$ cat src/rtl/bit2sy_pkg.sv
// Shared definitions for the bit2sy serial-bit to constellation-symbol packer:
// bits per symbol, FSM encoding and pilot slot positions.
package bit2sy_pkg;

    localparam int unsigned BPS_QAM  = 4;
    localparam int unsigned BPS_QPSK = 2;

    typedef enum logic [2:0] {
        StIdle  = 3'd0,
        StAccum = 3'd1,
        StPilot = 3'd2,
        StFlush = 3'd3,
        StDrain = 3'd4
    } state_t;

    localparam int unsigned PILOT_SLOT_0 = 5;
    localparam int unsigned PILOT_SLOT_1 = 19;
    localparam int unsigned PILOT_SLOT_2 = 32;
    localparam int unsigned PILOT_SLOT_3 = 46;

    function automatic logic is_pilot_slot(input int unsigned slot);
        return (slot == PILOT_SLOT_0) || (slot == PILOT_SLOT_1) ||
               (slot == PILOT_SLOT_2) || (slot == PILOT_SLOT_3);
    endfunction

endpackage

$ cat src/rtl/bit2sy_slot_ctr.sv
// Output slot counter for bit2sy: counts accepted symbols, flags the last slot (SYM_END)
// and, when PILOT_INSERT_EN is defined, decodes whether the next issued slot is a pilot.
module bit2sy_slot_ctr
    import bit2sy_pkg::*;
#(
    parameter int unsigned SLOTS = 52
) (
    input  logic clk,
    input  logic rst,
    input  logic clr,
    input  logic accept,
    input  logic commit,
    output logic sym_end,
    output logic pilot_next
);

    localparam int unsigned W = (SLOTS > 1) ? $clog2(SLOTS) : 1;
    localparam logic [W-1:0] LAST = W'(SLOTS - 1);

    logic [W-1:0] slot_q;

    assign sym_end = accept & (slot_q == LAST);

    always_ff @(posedge clk or posedge rst) begin
        if (rst) begin
            slot_q <= '0;
        end else if (clr) begin
            slot_q <= '0;
        end else if (accept) begin
            slot_q <= sym_end ? '0 : slot_q + W'(1);
        end
    end

`ifdef PILOT_INSERT_EN
    // Issue counter runs ahead of slot_q by whatever sits in the output/hold registers.
    logic [W-1:0] issue_q;

    always_ff @(posedge clk or posedge rst) begin
        if (rst) begin
            issue_q <= '0;
        end else if (clr) begin
            issue_q <= '0;
        end else if (commit) begin
            issue_q <= (issue_q == LAST) ? '0 : issue_q + W'(1);
        end
    end

    assign pilot_next = is_pilot_slot(32'(issue_q));
`else
    logic unused_commit;
    assign unused_commit = commit;
    assign pilot_next    = 1'b0;
`endif

endmodule

$ cat src/rtl/bit2sy.sv
// Serial-bit to 16-QAM/QPSK symbol packer with one-deep hold register.
// Pilot insertion in slots 5/19/32/46 is enabled by defining PILOT_INSERT_EN.
module bit2sy
    import bit2sy_pkg::*;
#(
    parameter int unsigned SLOTS     = 52,
    parameter logic [3:0]  PILOT_VAL = 4'b0011
) (
    input  logic       CLK_I,
    input  logic       RST_I,
    input  logic       CYC_I,
    input  logic       STB_I,
    input  logic       WE_I,
    input  logic       DAT_I,
    output logic       ACK_O,
    input  logic       QAM,
    input  logic       QPSK,
    output logic       CYC_O,
    output logic       STB_O,
    output logic       WE_O,
    output logic [3:0] DAT_O,
    input  logic       ACK_I,
    output logic       SYM_END
);

    state_t     state_q, state_d;
    logic       qam_q, mode_ok_q;
    logic [1:0] bit_cnt_q;
    logic [3:0] sh_q, hold_q, dat_q;
    logic       hold_full_q, stb_q, cyc_q;

    logic       ena, out_free, accept, last_bit, burst_start, pilot_next;
    logic       sym_done, commit, load_out, drain_exit;
    logic [3:0] sym_val, commit_val;

    assign ena         = CYC_I & STB_I & WE_I;
    assign out_free    = ~stb_q | ACK_I;
    assign accept      = stb_q & ACK_I;
    assign burst_start = (state_q == StIdle) & CYC_I;
    assign last_bit    = bit_cnt_q == (qam_q ? 2'(BPS_QAM - 1) : 2'(BPS_QPSK - 1));
    assign sym_val     = sh_q | (4'(DAT_I) << bit_cnt_q);
    assign load_out    = out_free & (hold_full_q | commit);
    assign drain_exit  = (state_q == StDrain) & (state_d == StIdle);

    always_ff @(posedge CLK_I or posedge RST_I) begin
        if (RST_I) state_q <= StIdle;
        else       state_q <= state_d;
    end

    always_comb begin
        state_d = state_q;
        unique case (state_q)
            StIdle:  if (CYC_I) state_d = StAccum;
            StAccum: begin
                if (!CYC_I)                              state_d = (bit_cnt_q != 2'd0) ? StFlush
                                                                                        : StDrain;
                else if (pilot_next && bit_cnt_q == 2'd0) state_d = StPilot;
            end
            StPilot: if (out_free && !hold_full_q) state_d = StAccum;
            StFlush: if (!hold_full_q)             state_d = StDrain;
            StDrain: if (!stb_q && !hold_full_q)   state_d = StIdle;
            default: state_d = StIdle;
        endcase
    end

    always_comb begin
        ACK_O      = ena & (state_q == StAccum) & ~hold_full_q & mode_ok_q
                     & ~(pilot_next & (bit_cnt_q == 2'd0));
        sym_done   = ACK_O & last_bit;
        commit     = 1'b0;
        commit_val = sym_val;
        unique case (state_q)
            StAccum: commit = sym_done;
            StPilot: begin
                // Pilot goes straight to the output so it never overtakes a held symbol.
                commit     = out_free & ~hold_full_q;
                commit_val = PILOT_VAL;
            end
            StFlush: begin
                commit     = ~hold_full_q;
                commit_val = sh_q;
            end
            default: ;
        endcase
    end

    always_ff @(posedge CLK_I or posedge RST_I) begin
        if (RST_I) begin
            qam_q       <= 1'b0;
            mode_ok_q   <= 1'b0;
            bit_cnt_q   <= 2'd0;
            sh_q        <= 4'd0;
            hold_q      <= 4'd0;
            hold_full_q <= 1'b0;
            dat_q       <= 4'd0;
            stb_q       <= 1'b0;
            cyc_q       <= 1'b0;
        end else begin
            if (burst_start) begin
                qam_q     <= QAM;
                mode_ok_q <= QAM | QPSK;
                bit_cnt_q <= 2'd0;
                sh_q      <= 4'd0;
            end else if (ACK_O) begin
                bit_cnt_q <= last_bit ? 2'd0 : bit_cnt_q + 2'd1;
                sh_q      <= last_bit ? 4'd0 : sym_val;
            end else if (state_q == StFlush && commit) begin
                bit_cnt_q <= 2'd0;
                sh_q      <= 4'd0;
            end

            if (out_free) begin
                if (hold_full_q) begin
                    dat_q       <= hold_q;
                    stb_q       <= 1'b1;
                    hold_full_q <= 1'b0;
                end else if (commit) begin
                    dat_q <= commit_val;
                    stb_q <= 1'b1;
                end else begin
                    stb_q <= 1'b0;
                end
            end else if (commit) begin
                hold_q      <= commit_val;
                hold_full_q <= 1'b1;
            end

            if (drain_exit)    cyc_q <= 1'b0;
            else if (load_out) cyc_q <= 1'b1;
        end
    end

    bit2sy_slot_ctr #(
        .SLOTS (SLOTS)
    ) u_slot_ctr (
        .clk        (CLK_I),
        .rst        (RST_I),
        .clr        (burst_start),
        .accept     (accept),
        .commit     (commit),
        .sym_end    (SYM_END),
        .pilot_next (pilot_next)
    );

    assign STB_O = stb_q;
    assign WE_O  = stb_q;
    assign CYC_O = cyc_q;
    assign DAT_O = dat_q;

endmodule

$ cat config.mk
export PLATFORM = sky130hd
export DESIGN_NAME = bit2sy
export DESIGN_NICKNAME = d
export VERILOG_FILES = /design/src/rtl/bit2sy_pkg.sv /design/src/rtl/bit2sy_slot_ctr.sv /design/src/rtl/bit2sy.sv
export SDC_FILE = /design/constraint.sdc
export NUM_CORES = 1
export LEC_CHECK = 0
export ABC_AREA = 1
export ABC_CLOCK_PERIOD_IN_PS = 2900
export BUFFER_PORTS_ARGS = -buffer_cell sky130_fd_sc_hd__buf_2
export CAP_MARGIN = 30
export CORE_MARGIN = 2
export CORE_UTILIZATION = 40
export CTS_CLUSTER_DIAMETER = 60
export CTS_CLUSTER_SIZE = 14
export DETAILED_ROUTE_END_ITERATION = 10
export PLACE_DENSITY_LB_ADDON = 0.2
export SETUP_SLACK_MARGIN = 0.1
export SYNTH_ARGS = -nofsm -noshare
export SYNTH_HDL_FRONTEND = slang
export SYNTH_SLANG_ARGS = --single-unit
$ cat constraint.sdc
create_clock -name CLK_I -period 2.9 [get_ports CLK_I]
set_input_delay 0.58 -clock CLK_I [delete_from_list [all_inputs] [get_ports CLK_I]]
set_output_delay 0.58 -clock CLK_I [all_outputs]
set_load 0.01 [all_outputs]
==> reports/metrics.csv <==
stage,metric,value,unit
clock_network,numCtsBuffers,3,
critical_path,crit_type,reg2out,
route,wl,3150,um
finish,nets,232,
grt,grt_usage,0.163,
logic_synthesis,yosys.area_share.simple,0.362,
route,drtAntennaViolNets,0,
route,vias,1347,
place,place_hpwl,2350,um
timing,fin_tns_setup,0,ns
finish,syn_to_final_growth,13.3,%
timing,fin_crit_sh,0.713,
clock_network,cts_tree,yes,
critical_path,slowest_stage,dfrtp_1,
floorplan,start_util,0.419,
finish,n_antenna_cell,0,
route,drtIter0Drc,95,
timing,finalCriticalPeriod,2.07,ns
status,status,"finished, final reports clean",
clock_network,root_buffer,clkbuf_8,
place,port_buffers,17,
floorplan,io_pins,18,
timing,max_clock_freq,484,MHz
route,drc,0,
logic_synthesis,yosys_warnings,0,
finish,drive_gt1_frac,0.186,
pwr,leakage,0.929,nW
clock_network,htreeDepth,1,
critical_path,critPathBufInv,3,
critical_path,path_max_fanout,9,
logic_synthesis,synthMuxAreaShare,0,
floorplan,fp.dieW,66.2,um
timing,slew_viol_final,0,
logic_synthesis,synthDistinctLibCells,27,
logic_synthesis,synth-seq-cells,28,
logic_synthesis,synth_area,1550,sq um
critical_path,crit_path_start_kind,flip-flop,
finish,layout_commonest_cell,nand2_1,
pwr,power.density,710,nW/um^2
critical_path,cpMostUsedCell,nand2_1,
critical_path,cp_cell_sequence,inv_4 -> nand2_1 -> nor2_1 -> nand2_1 -> inv_1 -> buf_2,
timing,whs,0.358,ns
clock_network,clockBufferDepth,2,
finish,final_cell_mix,"nand2_1, dfrtp_1, nand3_1, inv_1, buf_2",
route,detail_route.wl_per_cell,11.7,um
timing,hold_violations,0,
hold_path,worst_hold_path_type,in2async,
clock_network,cts_resized,0,
logic_synthesis,syn_area_per_cell,7.73,sq um
grt,grt_pass1_wl,5510,um
grt,grt_pass1_vias,1279,
timing,fin_skew,0.00108,ns
route,viasPerCell,5.03,
clock_network,cts_setup_buffers,0,
floorplan,dieArea,4380,sq um
floorplan,rows,22,
critical_path,cpPeakStageDelay,0.55,ns
logic_synthesis,synth-xor-area-share,0.00566,
timing,rsz0062_at_grt,no,
critical_path,worst_ep_required_time,2.32,ns
flow_run,max_cap_violations,0,
critical_path,crit_family,flip-flops,
logic_synthesis,synth_top_family_by_area,simple AND/OR/NAND/NOR gates,
timing,relSlewSlack,0.707,
clock_network,worstSkewPairLatency,0.27,ns
logic_synthesis,syn_inst,200,
route,drt_pass1_iterations,6,
critical_path,end_kind,output pin,
floorplan,core,3690,sq um
clock_network,holdBufCountCts,0,
logic_synthesis,synth_fa_ha_area_frac,0.0162,
grt,grt-ovfl-total,0,
critical_path,arrival,1.49,ns
logic_synthesis,synth_compound_area_frac,0.0858,
grt,antenna_found_initial,0,
clock_network,clock_sinks,28,
timing,worstMarginPinSlew,0.439,ns
timing,setup_viol,0,
pwr,peakVddDrop,0.000517,V
place,globalplace.congestion,0.853,
clock_network,cts.clk_slew.worst_paths,0.10,ns
grt,grt_max_degree,29,
logic_synthesis,yosysSeqAreaShare,0.453,
floorplan,fp.dieH,66.2,um
logic_synthesis,synth_nets,211,
layout make-up:
type                       count  area, sq um
multi-input combinational    144          727
clock inverter                 1         30.0
tap                           48         60.1
sequential                    28          701
clock buffer                   3         41.3
inverter                      26          100
timing repair buffer          18         92.6
fill                         381         1940
metrics by stage:
stage | instance area, sq um | power, mW | setup WS (ns) | util | instances
floorplan | 1550 | 0.831 | 1.29 | - | 200
global placement | 1680 | 0.946 | 1.05 | 0.456 | 264
detailed placement | 1680 | 0.948 | 1.03 | 0.456 | 264
CTS | 1750 | 1.26 | 0.810 | 0.475 | 268
global route | 1750 | 1.36 | 0.725 | 0.475 | 268
finish | 1750 | 1.24 | 0.834 | 0.475 | 268
per-layer routing:
metal / vias up / part of all wire / track usage
li1: 690 / - / -
met1: 629 / 0.49 / 0.216
met4: 0 / 0.017 / 0.0536
met3: 6 / 0.032 / 0.0426
met5: - / 0 / 0
met2: 22 / 0.46 / 0.258
where the power goes:
group	switching [mW]	internal [mW]	leakage, nW	total (mW)
Sequential	0.0652	0.477	0.368	0.542
Clock	0.123	0.185	0.0357	0.308
Combinational	0.261	0.133	0.526	0.394
Total	0.448	0.795	0.929	1.24
worst reg2reg max path: cells and delay by family (launching register included):
family        cells  cell delay, ns
simple gates      7            0.71
buf+inv           1            0.17
flops             1            0.55
cells by family after synthesis:
group,Yosys count
and+or+nand+nor,117
buffers and inverters,28
DFF,28
AOI/OAI and AO/OA,24
adders and majority gates,2
xor gates and xnor gates,1
path summary, 6_finish.rpt:
kind / start / endpoint / slack [ns] / cells after the start
max: hold_full_q / ACK_O / 0.83 / 6
min reg2reg: DAT_O[3] / DAT_O[3] / 0.48 / 2
min in group CLK_I: DAT_O[3] / DAT_O[3] / 0.48 / 2
max reg2reg: hold_full_q / hold_q[0] / 1.37 / 8
min: RST_I / hold_full_q / 0.36 / 3
max in group asynchronous: RST_I / qam_q / 2.27 / 3
sequential cells by signal, summed over array words and instances (netlist names), 2 cells and up:
name	cells
bit_cnt_q	2
sh_q	4
DAT_O	4
state_q	3
u_slot_ctr.slot_q	6
hold_q	4
Yosys cell counts:
| cell type | n | area share |
|---|---|---|
| nand2_4 | 2 | 0.015 |
| nand4_1 | 3 | 0.012 |
| nor3_2 | 1 | 0.0065 |
| nor4_4 | 1 | 0.014 |
| inv_1 | 21 | 0.051 |
| a21oi_2 | 1 | 0.0057 |
| buf_4 | 1 | 0.0049 |
| o21ai_0 | 14 | 0.045 |
| nand3_4 | 1 | 0.011 |
| nor3_1 | 2 | 0.0065 |
| dfrtp_1 | 28 | 0.45 |
| a21boi_0 | 1 | 0.0049 |
| nand3_1 | 25 | 0.081 |
| xor2_1 | 1 | 0.0057 |
| nor2_1 | 14 | 0.034 |
| inv_4 | 1 | 0.0040 |
| o21ai_1 | 2 | 0.0065 |
| nand2_2 | 4 | 0.016 |
| o211ai_1 | 1 | 0.0049 |
| nand2_1 | 60 | 0.15 |
| o311ai_0 | 1 | 0.0057 |
| inv_2 | 4 | 0.0097 |
| nor2_2 | 2 | 0.0081 |
| nand3_2 | 2 | 0.013 |
| buf_6 | 1 | 0.0073 |
| ha_1 | 2 | 0.016 |
| a21oi_1 | 4 | 0.013 |
Note: power is estimated with default switching activity, not from simulation.
